[src/rtl/cob_tag_allocator.sv]
`default_nettype none
// ============================================================================
// Module      : cob_tag_allocator
// Description : Control-flow order buffer (COB) branch-tag pool. It offers
//               the lowest free tag to the fetch frontend and records each
//               allocated branch's dependency mask. Tags are released on
//               branch-resolution clean/kill broadcasts; a kill also squashes
//               every entry that depends on the killed branch.
// Revision    : 1.0 - initial release
// ============================================================================
module cob_tag_allocator #(
  parameter int COB_DEPTH      = 8,
  parameter int COB_ADDR_WIDTH = $clog2(COB_DEPTH)
) (
  input  logic                                  clk,
  input  logic                                  rst,
  // Allocator client (fetch frontend)
  input  logic                                  coif_allocate,
  input  logic [COB_DEPTH-1:0]                  coif_mask,
  output logic [COB_ADDR_WIDTH-1:0]             coif_index,
  output logic                                  coif_full,
  // Branch resolution bus
  input  logic                                  brb_broadcast,
  input  logic                                  brb_clean,
  input  logic                                  brb_kill,
  input  logic [COB_ADDR_WIDTH-1:0]             brb_tag,
  // Entry i occupies bits [i*(COB_DEPTH+1) +: COB_DEPTH+1] as {valid, branch_mask}
  output logic [COB_DEPTH*(COB_DEPTH+1)-1:0]    cob_data_wire,
  output logic [COB_ADDR_WIDTH:0]               free_count
);

  localparam int ENTRY_W = COB_DEPTH + 1;

  logic [COB_DEPTH-1:0] valid_q;
  logic [COB_DEPTH-1:0] valid_d;
  logic [COB_DEPTH-1:0] mask_q [COB_DEPTH];
  logic [COB_DEPTH-1:0] mask_d [COB_DEPTH];

  logic [COB_DEPTH-1:0] w_tag_bit;
  logic [COB_DEPTH-1:0] w_idx_bit;
  logic [COB_DEPTH-1:0] w_new_mask;
  logic                 w_alloc;
  logic                 w_hit;
  logic                 w_kill;
  logic                 w_clean;

  // Lowest-numbered free entry; scanning downward lets the lowest one win.
  always_comb begin
    coif_index = '0;
    for (int i = COB_DEPTH - 1; i >= 0; i--) begin
      if (!valid_q[i]) begin
        coif_index = i[COB_ADDR_WIDTH-1:0];
      end
    end
  end

  // Pool occupancy status.
  always_comb begin
    coif_full  = &valid_q;
    free_count = '0;
    for (int i = 0; i < COB_DEPTH; i++) begin
      free_count = free_count + {{COB_ADDR_WIDTH{1'b0}}, ~valid_q[i]};
    end
  end

  // Decode allocate/resolve requests; a broadcast on an invalid tag is a no-op
  // and kill takes priority over clean.
  always_comb begin
    w_tag_bit          = '0;
    w_tag_bit[brb_tag] = 1'b1;
    w_idx_bit             = '0;
    w_idx_bit[coif_index] = 1'b1;
    w_alloc = coif_allocate & ~coif_full;
    w_hit   = brb_broadcast & valid_q[brb_tag];
    w_kill  = w_hit & brb_kill;
    w_clean = w_hit & brb_clean & ~brb_kill;
    // A new branch never depends on itself nor on the branch resolving now.
    w_new_mask = coif_mask & ~w_idx_bit & (brb_broadcast ? ~w_tag_bit : {COB_DEPTH{1'b1}});
  end

  // Next-state for every entry. Allocation is applied last: the allocated
  // index is free this cycle, so it can never be the resolving tag and the
  // new correct-path entry is never squashed.
  always_comb begin
    valid_d = valid_q;
    for (int i = 0; i < COB_DEPTH; i++) begin
      mask_d[i] = mask_q[i];
      if (w_kill) begin
        if ((i == int'(brb_tag)) || (valid_q[i] && mask_q[i][brb_tag])) begin
          valid_d[i] = 1'b0;
          mask_d[i]  = '0;
        end else begin
          mask_d[i]  = mask_q[i] & ~w_tag_bit;
        end
      end else if (w_clean) begin
        if (i == int'(brb_tag)) begin
          valid_d[i] = 1'b0;
          mask_d[i]  = '0;
        end else begin
          mask_d[i]  = mask_q[i] & ~w_tag_bit;
        end
      end
      if (w_alloc && (i == int'(coif_index))) begin
        valid_d[i] = 1'b1;
        mask_d[i]  = w_new_mask;
      end
    end
  end

  // State register; reset clears the whole pool and overrides any request.
  always_ff @(posedge clk) begin
    if (rst) begin
      valid_q <= '0;
      for (int i = 0; i < COB_DEPTH; i++) begin
        mask_q[i] <= '0;
      end
    end else begin
      valid_q <= valid_d;
      for (int i = 0; i < COB_DEPTH; i++) begin
        mask_q[i] <= mask_d[i];
      end
    end
  end

  // Registered state exposed directly so a kill-cycle reader sees pre-kill masks.
  generate
    for (genvar g = 0; g < COB_DEPTH; g++) begin : g_pack
      assign cob_data_wire[g*ENTRY_W +: ENTRY_W] = {valid_q[g], mask_q[g]};
    end
  endgenerate

`ifndef SYNTHESIS
  // Protocol checks on the client and resolution bus.
  always @(posedge clk) begin
    if (!rst) begin
      assert (!(coif_allocate && coif_full))
        else $warning("cob_tag_allocator: allocate while full ignored");
      assert (!(brb_broadcast && brb_clean && brb_kill))
        else $warning("cob_tag_allocator: clean and kill together, kill taken");
      assert (!(brb_broadcast && !valid_q[brb_tag]))
        else $warning("cob_tag_allocator: broadcast on invalid tag ignored");
    end
  end
`endif

endmodule
`default_nettype wire

[config.mk]
export PLATFORM = sky130hd
export DESIGN_NAME = cob_tag_allocator
export DESIGN_NICKNAME = d
export VERILOG_FILES = /design/src/rtl/cob_tag_allocator.sv
export SDC_FILE = /design/constraint.sdc
export NUM_CORES = 1
export LEC_CHECK = 0
export CAP_MARGIN = 15
export CORE_ASPECT_RATIO = 0.75
export CORE_UTILIZATION = 29
export CTS_CLUSTER_DIAMETER = 150
export CTS_CLUSTER_SIZE = 28
export DETAILED_ROUTE_END_ITERATION = 8
export GPL_ROUTABILITY_DRIVEN = 0
export RECOVER_POWER = 100
export SETUP_SLACK_MARGIN = 0.02
export SLEW_MARGIN = 20
export SYNTH_ARGS = -nofsm -noshare
export SYNTH_HDL_FRONTEND = slang
export SYNTH_SLANG_ARGS = --single-unit
[constraint.sdc]
create_clock -name clk -period 5.71 [get_ports clk]
set_clock_uncertainty 0.05 [all_clocks]
set_input_delay 0.8565 -clock clk [delete_from_list [all_inputs] [get_ports clk]]
set_output_delay 0.8565 -clock clk [all_outputs]
set_load 0.1 [all_outputs]
# Word-level counts from Yosys, hierarchy flattened
# Memories as Yosys holds them, arrays and structs flattened.
# Index checks and enable logic that the tools add are counted.
# Widths: inputs -> output; s select.
# word_totals
register_bits	8
mem_bits_rw	64
inputBits	17
wordCells	252
n_memories	1
# op_classes
addsub	7
n_lt_le_gt_ge	4
eq_ne	22
n_mux	122
bitwise	35
n_reduce_logical	53
# mem_list
memory	depth	width	read_ports	rd_clocked_by_memory_dff	wr	line_no	rtl
mask_q	8	8	8	0	8	36	logic [COB_DEPTH-1:0] mask_q [COB_DEPTH];
# op_table
op	count
$mux 8	49
$and 8x8->8	10
$mux 1	54
$reduce_bool 3->1	16
$bmux 1 s3	9
$eq 3x3->1 const A	8
$mux 3	8
$ne 3x1->1 const B	8
$reduce_and 3->1	8
$logic_and 1x1->1	18
$add 4x1->4	4
$not 8->8	2
$eq 2x3->1 const A	4
$not 1->1	10
$logic_or 1x1->1	8
$lt 3x4->1 const B	2
$or 1x1->1	8
$reduce_and 8->1	1
$demux 1 s3	2
$eq 1x3->1 const A	2
$ge 3x1->1 const B	2
$logic_not 3->1	2
$and 1x1->1	5
$add 3x1->4	1
other kinds (2)	2

# Depth between registers and ports, before layout
# Gate-level depths: netlist (run 1).
# depth
word_depth	17
mapped_depth	10
ltp_nobuf	8

# Worst setup path after synthesis (run 1)
# Ideal clock, no wire load.
# synth_path
path_type	register to output
start	register valid_q[0]
end	output port free_count[2]
arrival_ns	4.799
t_required_ns	4.804
setup_slack_ns	0.005
path_stages_with_launch	9
path_buffers	0
cell_sequence	dfxtp_1 fa_1 fa_1 inv_1 fa_1 ha_1 inv_1 fa_1 xnor2_1
# synth_via
elab_chain_cells	8
# synth_lines
item	line_no	rtl
start: declaration	34	logic [COB_DEPTH-1:0] valid_q;
start signal: assignment	118	valid_q <= valid_d;
$not 1->1	62	free_count = free_count + {{COB_ADDR_WIDTH{1'b0}}, ~valid_q[i]};
$add 1x1->2	62	
$add 2x1->3	62	
$add 3x1->4	62	
$add 4x1->4 (4 in a row)	62	
end: declaration	29	output logic [COB_ADDR_WIDTH:0] free_count
# No other way between the ends.

==> results.yml, run 1 <==
status:
  outcome: "finished clean"
synth:
  netlist.top_cell.by_area: "dfxtp_1"
  synth_cells: 558
  ys.warnings.count: 0
  avgSynthCellArea_um2: 7.95
  synth_area_leaders: "dfxtp_1 (32%), a21oi_1 (5.5%), a31oi_1 (5.2%), mux4_2 (5.1%), nand2_1 (5.0%)"
  ys.flop_type: "dfxtp_1"
  async_flop_share_pct: 0
  synth-edff-count: 0
  ys_seq_area_share_pct: 32.5
  post-synth-top-count-cell: "dfxtp_1"
  synth_commonest_cells: "dfxtp_1 (72), nand2_1 (59), nor2_1 (57)"
  synth_fp_nets: 583
  synth_top_cell_area_share_pct: 32.5
  ys_seq_elements: 72
  syn_area_um2: 4440
  synthDistinctLibCells: 62
clocking:
  cts_resized: 0
  ctsHoldBuffers: 0
  clockBufferDepth: 2
  clock_latency_ps: 350
  numCtsBuffers: 9
  post_cts_buffers: 0
  path_clk_slew_ps: 60
  cts_tree: "yes"
  cts_max_level: 3
  cts.sinks: 72
  cts_root_buf: "clkbuf_16"
placement:
  hpwl_mm: 13.2
  place_area_um2: 5510
  io_buffers: 96
drt:
  viasPerCell: 5.98
  firstDrtPassIters: 6
  wire_per_inst_um: 21.8
  vias: 5011
  drc: 0
  dr.first_iter.drc_count: 559
  wirelength_mm: 18.2
  ant_nets: 0
hold_path:
  hp-class: "register to register"
  hold_start: "mask_q[0][45]"
  hold_end: "mask_q[0][45]"
  holdPathStages: 2
sta:
  min_period_ps: 5090
  hold_ws_ps: 416
  max_freq_ghz: 0.196
  rsz0062_at_grt: "no"
  timing.final.max_slew_violations: 0
  fin_crit_sh_pct: 89.2
  tns_ps: 0
  hold_viol_final: 0
  setup_viol: 0
  worst_pin_slew_ps: 1450
  maxSlewHeadroom_pct: 3.19
global_routing:
  grt_first_pass_wirelength_mm: 27.2
  grt_pass1_vias: 4656
  grt.total_usage_pct: 23.5
  grt_max_degree: 37
  antenna_found_initial: 0
  overflow: 0
pwr:
  power_leakage_nw: 2.26
  max-vdd-ir-drop_mv: 0.106
  power.density_nw_per_um2: 265
  finalPower_w: 0.00154
setup_path:
  rrSetupSlack_ps: 1940
  critPathKind: "primary input to register"
  cp_num_cells: 8
  endpoint_kind: "register"
  crit_chain: "dlygate4sd3_1 -> nand2b_1 -> o221ai_1 -> or3_1 -> clkbuf_1 -> nor2_1 -> nand4b_1 -> o22ai_1"
  critical_path_peak_fanout: 27
  arrival_ps: 5270
  cp-start-kind: "primary input"
  rr_worst_depth: 7
  crit_buf_inv: 2
  cp_top_family: "buffers and inverters"
  cp_slowest_cell: "clkbuf_1"
  timing.rr.end: "mask_q[0][26]"
  reg2reg_from: "valid_q[6]"
  slowest_delay_ps: 1120
  cp.required_ps: 5880
die:
  rows: 38
  die_x_um: 145
  ios: 97
  die_area_um2: 15800
  initial_core_util_pct: 30.2
  core_area_um2: 14700
  fp.dieH_um: 109
layout:
  drive_above_1_share_pct: 7.99
  fin_nets: 658
  area_growth_pct: 31.1
  design_area_um2: 5820
  diodes: 0
  nFillCells: 1496
run:
  max-cap-violations: 0
==> how the worst max path moves through the flow <==
| stage | startpoint | to |
|---|---|---|
| 2_1_floorplan | valid_q[0] | free_count[3] |
| 3_3_place_gp | valid_q[1] | free_count[0] |
| 3_5_place_dp | brb_tag[2] | mask_q[0][57] |
| 4_1_cts | valid_q[1] | free_count[0] |
| 5_1_grt | valid_q[1] | free_count[2] |
| 6_report | brb_tag[2] | mask_q[0][26] |
==> per-stage QoR <==
stage	setup WS (ps)	cells	util (%)
finish	616	838	39.6
global route	482	838	39.6
CTS	935	838	39.8
detailed placement	1310	822	37.5
global placement	1380	822	37.4
floorplan	571	558	-
==> state kept, by name, summed over array words and instances, names as in the netlist <==
name	count
mask_q	64
valid_q	8
==> logic make-up after synthesis <==
kind of cell,Yosys count,synth area share [%]
compound gates,167,23.9
flops,72,32.5
buf+inv,63,6.43
fa+ha+maj,8,2.93
mux,28,9.42
xor+xnor,1,0.197
simple gates,219,24.7
==> worst reg2reg max path, stage by stage (launching register included) <==
cell and delay [ps]:
dfxtp_1 460, mux2_4 330, o221ai_1 340, or3_1 760, clkbuf_1 1120, nor2_1 230
nand4b_1 250, o22ai_1 110
==> cell usage in the layout (no fill, tap or decap), types with 5 or more instances in the layout <==
master           count
or2_2                5
nand3_1             18
nor2b_1              5
clkbuf_16            9
o32ai_1              7
clkbuf_1             6
o22ai_1             21
nand4_1             17
and3_1              13
buf_4                6
nor3_1              11
inv_1               23
a31oi_1             37
dlygate4sd3_1       78
dfxtp_1             72
nand2b_1             9
o211ai_1             6
a21oi_1             49
mux2i_1             11
clkdlybuf4s50_1     13
nand2_1             59
mux2_2               6
nor2_1              59
o21ai_0             15
mux4_2              10
==> area by class of cell <==
type                       count  area [um2]  area share, %
clock buffer                  11         243           4.17
sequential                    72        1440           24.8
tap                          200         250           4.30
multi-input combinational    423        2710           46.5
clock inverter                 5         104           1.79
inverter                      23        86.3           1.48
timing repair buffer         104         985           16.9
==> power breakdown <==
group / switching (W) / total [W] / internal, W
clock network: 0.000224 / 0.000662 / 0.000439
logic: 0.000276 / 0.000353 / 0.0000766
registers: 0.0000151 / 0.000528 / 0.000513
total: 0.000515 / 0.00154 / 0.00103
==> routing by layer <==
metal  up-vias  track usage (%)  wire length (um)
met5         -                0                 0
met4         0             10.9               646
met3        69             7.73              2590
met2       405             32.6              7280
met1      2304             32.6              7710
li1       2233                -                 -
Power figures use the tool's default switching activity.
==> run 2: changes to the inputs <==
--- a/config.mk
+++ b/config.mk
@@ -12,6 +12,7 @@
 export CTS_CLUSTER_SIZE = 28
 export DETAILED_ROUTE_END_ITERATION = 8
 export GPL_ROUTABILITY_DRIVEN = 0
+export PLACE_DENSITY = 0.6
 export RECOVER_POWER = 100
 export SETUP_SLACK_MARGIN = 0.02
 export SLEW_MARGIN = 20
==> results of run 2 <==
No change in the layout: final DEF, timing and power equal those of run 1.
